<file path="config.mk">
export PLATFORM = sky130hd
export DESIGN_NAME = imm_extend_pipe
export DESIGN_NICKNAME = d
export VERILOG_FILES = /design/src/rtl/imm_pkg.sv /design/src/rtl/imm_decode.sv /design/src/rtl/imm_extend_pipe.sv
export SDC_FILE = /design/constraint.sdc
export NUM_CORES = 1
export LEC_CHECK = 0
export ABC_CLOCK_PERIOD_IN_PS = 3300
export CELL_PAD_IN_SITES_DETAIL_PLACEMENT = 0
export CELL_PAD_IN_SITES_GLOBAL_PLACEMENT = 1
export CORE_MARGIN = 2
export CORE_UTILIZATION = 41
export CTS_CLUSTER_DIAMETER = 120
export DETAILED_ROUTE_END_ITERATION = 8
export PLACE_DENSITY = 0.88
export SLEW_MARGIN = 20
export SYNTH_ARGS = -nofsm -noshare
export SYNTH_HDL_FRONTEND = slang
export SYNTH_SLANG_ARGS = --single-unit
</file>
<file path="constraint.sdc">
create_clock -name clk -period 3.3 [get_ports clk]
set_clock_uncertainty 0.05 [all_clocks]
set_input_delay 0.66 -clock clk [delete_from_list [all_inputs] [get_ports clk]]
set_output_delay 0.66 -clock clk [all_outputs]
set_load 0.01 [all_outputs]
</file>
<file path="src/rtl/imm_pkg.sv">
// Shared definitions for the immediate extend pipeline: ImmSrc format codes
// and elaboration-time parameter legality checks.
package imm_pkg;

  typedef enum logic [2:0] {
    IMM_I = 3'b000,
    IMM_S = 3'b001,
    IMM_B = 3'b010,
    IMM_J = 3'b011,
    IMM_U = 3'b100
  } imm_src_e;

  function automatic bit xlen_legal(input int unsigned xlen);
    return (xlen == 32) || (xlen == 64);
  endfunction

  function automatic bit depth_legal(input int unsigned depth);
    return (depth >= 2) && ((depth & (depth - 1)) == 0);
  endfunction

endpackage

</file>
<file path="src/rtl/imm_decode.sv">
// Combinational RISC-V immediate decoder. Input holds instr[31:7]; instr[6:0]
// are taken as zero, so instr[k] maps to i_in[k-7].
module imm_decode
  import imm_pkg::*;
#(
  parameter int unsigned XLEN = 32
) (
  input  logic [24:0]     i_in,
  input  logic [2:0]      i_imm_src,
  output logic [XLEN-1:0] o_imm,
  output logic            o_err
);

  logic [31:0] w_imm32;
  logic        w_sign;

  assign w_sign = i_in[24];

  always_comb begin
    w_imm32 = '0;
    o_err   = 1'b0;
    case (i_imm_src)
      IMM_I:   w_imm32 = {{20{w_sign}}, i_in[24:13]};
      IMM_S:   w_imm32 = {{20{w_sign}}, i_in[24:18], i_in[4:0]};
      IMM_B:   w_imm32 = {{19{w_sign}}, w_sign, i_in[0], i_in[23:18], i_in[4:1], 1'b0};
      IMM_J:   w_imm32 = {{11{w_sign}}, w_sign, i_in[12:5], i_in[13], i_in[23:14], 1'b0};
      IMM_U:   w_imm32 = {i_in[24:5], 12'b0};
      default: o_err   = 1'b1;
    endcase
  end

  // Every legal format is already sign-correct at 32 bits; widen from bit 31.
  assign o_imm = XLEN'(signed'(w_imm32));

endmodule

</file>
<file path="src/rtl/imm_extend_pipe.sv">
// Immediate decode followed by a DEPTH-entry valid/ready output queue.
// Outputs come only from registered queue state; idle outputs read as zero.
module imm_extend_pipe
  import imm_pkg::*;
#(
  parameter int unsigned XLEN  = 32,
  parameter int unsigned DEPTH = 2,
  parameter int unsigned TAG_W = 5
) (
  input  logic             clk,
  input  logic             rst,
  input  logic             flush,
  input  logic             in_valid,
  output logic             in_ready,
  input  logic [24:0]      in,
  input  logic [2:0]       ImmSrc,
  input  logic [TAG_W-1:0] in_tag,
  output logic             out_valid,
  input  logic             out_ready,
  output logic [XLEN-1:0]  out,
  output logic [TAG_W-1:0] out_tag,
  output logic             imm_err
);

  localparam int unsigned PW = $clog2(DEPTH);
  localparam int unsigned CW = $clog2(DEPTH + 1);

  if (!xlen_legal(XLEN)) begin : g_bad_xlen
    $error("imm_extend_pipe: XLEN must be 32 or 64");
  end
  if (!depth_legal(DEPTH)) begin : g_bad_depth
    $error("imm_extend_pipe: DEPTH must be a power of two >= 2");
  end

  logic [XLEN-1:0]  w_dec_imm;
  logic             w_dec_err;
  logic             w_push;
  logic             w_pop;

  logic [XLEN-1:0]  r_imm [DEPTH];
  logic [TAG_W-1:0] r_tag [DEPTH];
  logic             r_err [DEPTH];
  logic [PW-1:0]    r_wptr;
  logic [PW-1:0]    r_rptr;
  logic [CW-1:0]    r_count;

  imm_decode #(
    .XLEN(XLEN)
  ) u_decode (
    .i_in      (in),
    .i_imm_src (ImmSrc),
    .o_imm     (w_dec_imm),
    .o_err     (w_dec_err)
  );

  assign in_ready  = (r_count < CW'(DEPTH));
  assign out_valid = (r_count != '0);

  // Reset and flush override both handshakes.
  assign w_push = in_valid && in_ready && !rst && !flush;
  assign w_pop  = out_valid && out_ready && !rst && !flush;

  always_ff @(posedge clk) begin
    if (rst || flush) begin
      r_wptr  <= '0;
      r_rptr  <= '0;
      r_count <= '0;
    end else begin
      if (w_push) r_wptr <= r_wptr + 1'b1;
      if (w_pop)  r_rptr <= r_rptr + 1'b1;
      case ({w_push, w_pop})
        2'b10:   r_count <= r_count + 1'b1;
        2'b01:   r_count <= r_count - 1'b1;
        default: r_count <= r_count;
      endcase
    end
  end

  always_ff @(posedge clk) begin
    if (w_push) begin
      r_imm[r_wptr] <= w_dec_imm;
      r_tag[r_wptr] <= in_tag;
      r_err[r_wptr] <= w_dec_err;
    end
  end

  assign out     = out_valid ? r_imm[r_rptr] : '0;
  assign out_tag = out_valid ? r_tag[r_rptr] : '0;
  assign imm_err = out_valid ? r_err[r_rptr] : 1'b0;

endmodule

</file>
==> impl_metrics.ini, run 1 <==
[global_route]
use_met1_pct = 19.6
grtUsageMet3_pct = 3.25
use_met2_pct = 25.0
top_usage_layer = met2
antenna_found_initial = 0
grt.total_usage_pct = 15.2
grt_max_degree = 39
overflow = 0
grt_pass1_wl_mm = 11.3
grt_pass1_vias = 2289

[setup_path]
startpoint_type = flop
path_delay_family = buffers and inverters
cp-end-kind = output pin
r2r_cells = 5
critPathSlowestCell = dfxtp_2
cp_num_buf_inv = 2
crit_arrival_ps = 2060
crit_fanout = 26
crit_type = reg -> out
r2r_start = r_count[1]
regToRegEndpoint = r_count[1]
crit_chain = buf_12, mux2i_1, nor2_1, clkdlybuf4s50_1
cp.required_ps = 2590
cp_slowest_stage_delay_ps = 600
reg2reg_slack_ps = 1490

[worst_hold_path]
hold_path_depth = 2
min_from = r_rptr
hp-class = reg -> reg
min_to = r_rptr

[pwr]
power_density_nw_per_um2 = 443
seqPwrFrac_pct = 56.1
peakVddDrop_uv = 247
combPwrFrac_pct = 8.9
power.switching_uw = 463
p_leak_uw = 0.00155
pwr-share-clk_pct = 35.0
swShare_pct = 22.4
p_int_uw = 1600

[synth]
synth_cells = 258
synth_nets = 297
mappedNetlistArea_um2 = 3540
ys_ff_latch = 81
muxShareOfSynthArea_pct = 12.5
ys_seq_area_share_pct = 67.4
ys_types = 26
avgSynthCellArea_um2 = 13.7
synthAdderAreaFrac_pct = 0.354
synth_xor_xnor_area_share_pct = 1.45
synth-simple-area-share_pct = 8.35
synth_top_family_by_area = multiplexers
synth_compound_area_share_pct = 7.15
ys_warn_count = 0

[die]
die-width_um = 96.9
die_h_um = 96.9
floorplan.rows = 33
io_pins = 78
fp.coreArea_um2 = 8300
die_area_um2 = 9380
start_util_pct = 42.6

[clock_tree]
cts_htree_levels = 3
cts_max_path_buffers = 2
cts_resized = 0
cts_hold_buf = 0
clk_latency_ps = 340
cts.sink_count = 81
path_clk_slew_ps = 80
postCtsSetupBuffers = 0
cts-buffers-inserted = 9
cts_tree = yes
clockRootBuffer = clkbuf_8

[layout]
synthToLayoutAreaGrowth_pct = 31.7
nNetsFinal = 376
antenna_cells = 0
drive_gt1_share_pct = 9.06

[timing]
setup_viol_count_final = 0
period_needed_ps = 2770
fin_ws_ps = 532
rsz0062_at_grt = no
hold_violations = 0
tightest_slew_ps = 599
post-route-period-util_pct = 83.9
relSlewSlack_pct = 60.0
fmax_mhz = 361
slew_violations = 0
setup_tns_ps = 0

[drt]
drt_first_iter_violations = 99
vias_per_cell = 5.14
vias = 2298
routed_wl_mm = 7.25
wl_per_cell_um = 16.2
ant_nets = 0
drcViolationCount = 0
drtPass1Iterations = 4

[job]
drv_cap = 0

[placed_design]
gp_congestion = 0.756
place_ws_ps = 721
port_buffers = 77
dp_hpwl_mm = 4.96

[status]
status = finished clean
==> worst max-delay path by stage <==
stage                     slack (ps)       from            to  cells past startpoint
final                            530       flop        out[7]                      4
after global routing             410       flop        out[1]                      4
after CTS                        500       flop       out[27]                      4
after detailed placement         720  ImmSrc[1]  r_imm[0][18]                      4
after global placement           810  ImmSrc[2]  r_imm[0][18]                      4
after floorplan                  260   in_valid      r_err[0]                      3
==> state kept, by name, indices dropped and copies added, names as in the netlist, named ones only <==
signal,flops
r_imm,64
r_tag,10
r_count,2
r_err,2
r_rptr,1
r_wptr,1
==> cell families after synthesis <==
logic type	Yosys count
mux	44
buf+inv	20
simple gates	67
flops	81
fa+ha+maj	1
compound gates	40
xor+xnor	5
==> metrics by stage <==
step / area [um^2] / std cells / hold WS [ps] / power, uW / utilization (%)
after floorplan: 3540 / 258 / 450 / 1270 / -
after global placement: 4460 / 431 / 512 / 1360 / 53.7
after detailed placement: 4460 / 431 / 528 / 1360 / 53.7
after CTS: 4660 / 447 / 548 / 2080 / 56.1
after global routing: 4660 / 447 / 607 / 2130 / 56.1
final: 4660 / 447 / 548 / 2060 / 56.1
==> area by class of cell <==
type | instances | area, um^2
clock buffer | 9 | 124
clock inverter | 7 | 76.3
fill | 689 | 3640
inverter | 2 | 7.51
multi-input combinational | 157 | 1070
sequential | 81 | 2380
tap | 105 | 131
timing repair buffer | 86 | 863
==> cells in the final DEF, fill, tap and decap left out, drive strengths merged <==
master / count
a21boi: 1
a21o: 11
a21oi: 9
a31oi: 8
and3: 1
buf: 9
bufinv: 1
clkbuf: 9
clkdlybuf4s50: 77
clkinv: 1
clkinvlp: 2
dfxtp: 5
edfxtp: 76
ha: 1
inv: 5
mux2: 1
mux2i: 43
nand2: 1
nor2: 46
nor2b: 11
nor3: 6
nor3b: 1
o21a: 1
o21ai: 2
o22ai: 8
or3: 1
xnor2: 2
xor2: 3
==> routing by layer <==
layer	routed length [um]	up-vias
met3	448	10
met5	0	-
met4	94	0
met1	3120	1087
met2	3580	86
li1	-	1115
==> worst register-to-register path: stages (launching register included) <==
cell,delay (ps)
dfxtp_1,450
o21ai_0,190
nor3_1,200
ha_1,300
or3_1,350
a21boi_0,190
==> cell usage after synthesis <==
library cell | count | area (um^2)
edfxtp_1 | 76 | 2280
nor2_1 | 46 | 173
mux2i_1 | 43 | 430
a21o_1 | 11 | 82.6
nor2b_1 | 11 | 68.8
a21oi_1 | 9 | 45.0
a31oi_1 | 8 | 50.1
buf_2 | 8 | 40.0
o22ai_1 | 8 | 50.1
clkbuf_1 | 6 | 22.5
nor3_1 | 6 | 30.0
dfxtp_1 | 5 | 100
buf_4 | 4 | 30.0
inv_1 | 2 | 7.51
o21ai_0 | 2 | 10.0
xnor2_1 | 2 | 17.5
xor2_1 | 2 | 17.5
a21boi_0 | 1 | 7.51
and3_1 | 1 | 6.26
ha_1 | 1 | 12.5
mux2_2 | 1 | 11.3
nand2_1 | 1 | 3.75
nor3b_1 | 1 | 7.51
o21a_1 | 1 | 7.51
or3_1 | 1 | 6.26
xor2_2 | 1 | 16.3
==> power by group through the flow <==
stage	Clock (uW)	Sequential, uW	Combinational [uW]
2_1_floorplan	0	1180	89.8
3_3_place_gp	0	1180	177
3_5_place_dp	0	1180	184
4_1_cts	739	1160	184
5_1_grt	775	1160	198
6_report	721	1160	184
Power figures use the tool's default switching activity.
==> run 2, diff against run 1 <==
- ABC_CLOCK_PERIOD_IN_PS: 3300 -> 2700
- clock period: 3.3 -> 2.7 ns (I/O delays scaled with it)
==> run 2 against run 1 <==
Cell area increased by 0.54%. Sequential share of layout area is 0.22 points lower. Global-route usage rose by 0.92 points. Largest power group unchanged. Highest routed layer unchanged. Non-clock buffer count increased by 2.
==> impl_metrics.ini, run 2 (same netlist as run 1, synthesis figures left out) <==
[die]
die_h_um = 96.9
die-width_um = 96.9
floorplan.rows = 33
start_util_pct = 42.6
die_area_um2 = 9380
io_pins = 78
fp.coreArea_um2 = 8300

[layout]
fillers = 692
multi_input_area_um2 = 1080
final_cell_mix = clkdlybuf4s50_1 (77), edfxtp_1 (76), nor2_1 (44)
regMostFlops = r_imm
regArea_um2 = 2390
top_regs = r_imm: 64 flops, r_tag: 10 flops
drive_gt1_share_pct = 9.30
layout.cells.non_filler = 449
layout_commonest_cell = clkdlybuf4s50_1
nNetsFinal = 379
antenna_cells = 0
largest_reg_flops = 64
synthToLayoutAreaGrowth_pct = 32.4

[global_route]
grt_max_degree = 39
antenna_found_initial = 0
grt_pass1_wl_mm = 11.8
grt.total_usage_pct = 16.1
grt_pass1_vias = 2389
overflow = 0

[clock_tree]
clk_latency_ps = 340
postCtsSetupBuffers = 0
cts.sink_count = 81
path_clk_slew_ps = 80
cts_hold_buf = 0
clockRootBuffer = clkbuf_8
cts_max_path_buffers = 2
cts_tree = yes
cts_htree_levels = 3
cts-buffers-inserted = 9

[setup_path]
crit_chain = buf_4, mux2i_1, nor2_1, clkdlybuf4s50_1
critPathSlowestCell = dfxtp_4
crit_type = reg -> out
r2r_start = r_count[1]
regToRegEndpoint = r_count[1]
cp.required_ps = 2110
cp-end-kind = output pin
crit_arrival_ps = 1890
reg2reg_slack_ps = 730
crit_fanout = 13
startpoint_type = flop
r2r_cells = 5
cp_slowest_stage_delay_ps = 500

[pwr]
power_density_nw_per_um2 = 529
peakVddDrop_uv = 258
p_leak_uw = 0.00156

[placed_design]
gp_congestion = 0.846
dp_hpwl_mm = 4.68
port_buffers = 77
place_inst = 433

[drt]
drtPass1Iterations = 4
wl_met2_mm = 3.64
vias_per_cell = 5.16
highest_layer = met4
drcViolationCount = 0
wl_per_cell_um = 16.4
routed_wl_mm = 7.38
drt_first_iter_violations = 111
wl_met3_um = 493
vias = 2315
met1Wirelength_mm = 3.16
ant_nets = 0

[timing]
rsz0062_at_grt = no
slew_violations = 0
setup_viol_count_final = 0
tightest_slew_ps = 592
relSlewSlack_pct = 60.5
hold_violations = 0
period_needed_ps = 2480
fmax_mhz = 403
post-route-period-util_pct = 91.9
setup_tns_ps = 0

[worst_hold_path]
hp-class = reg -> reg
min_from = r_rptr
hold_path_depth = 2
min_to = r_rptr

[job]
drv_cap = 0

[status]
status = finished clean
run 2: layout make-up:
cell class	count	area share, %
clock buffers	9	2.65
inverters	2	0.160
multi-input cells	158	23.1
repair buffers	88	19.0
clock inverters	6	1.28
well taps	105	2.81
flip-flops and latches	81	51.0
run 2: repair_timing:
item,4_1_cts,5_1_grt
setup endpoints to repair,36,5
gates cloned,1,0
resized for setup,1,1
pin swaps,1,0
run 2: critical path, delay by kind of cell (launching register included):
kind	cells	cell delay [ps]
buf+inv	2	730
flops	1	500
mux	1	260
simple gates	1	60
run 2: worst max path at each step:
stage / from / end / slack [ps] / cells past startpoint
4_1_cts: flop / out[0] / 40 / 4
5_1_grt: r_count[0] / out[29] / 70 / 3
6_report: flop / out[0] / 220 / 4
3_3_place_gp: in_valid / r_count[1] / 350 / 6
2_1_floorplan: in_valid / r_err[0] / 400 / 3
3_5_place_dp: flush / r_count[1] / 230 / 6
run 2: routing by layer:
metal	global-route usage, %	up-vias
li1	-	1115
met1	19.4	1102
met2	28.3	90
met3	3.76	8
met4	5.85	0
met5	0	-
run 2: report_power, final:
group	internal, uW	switching, uW	total (uW)
clock network	417	418	835
logic	117	112	229
registers	1400	7.88	1410
run 2: metrics by stage:
stage	power, uW	setup WS (ps)	hold WS [ps]	util (%)	area (um^2)
after floorplan	1550	400	450	-	3540
after global placement	1660	355	492	54.0	4480
after detailed placement	1670	232	498	54.0	4480
after CTS	2490	41.0	523	56.4	4680
after global routing	2560	70.8	573	56.4	4680
final	2480	218	513	56.4	4680
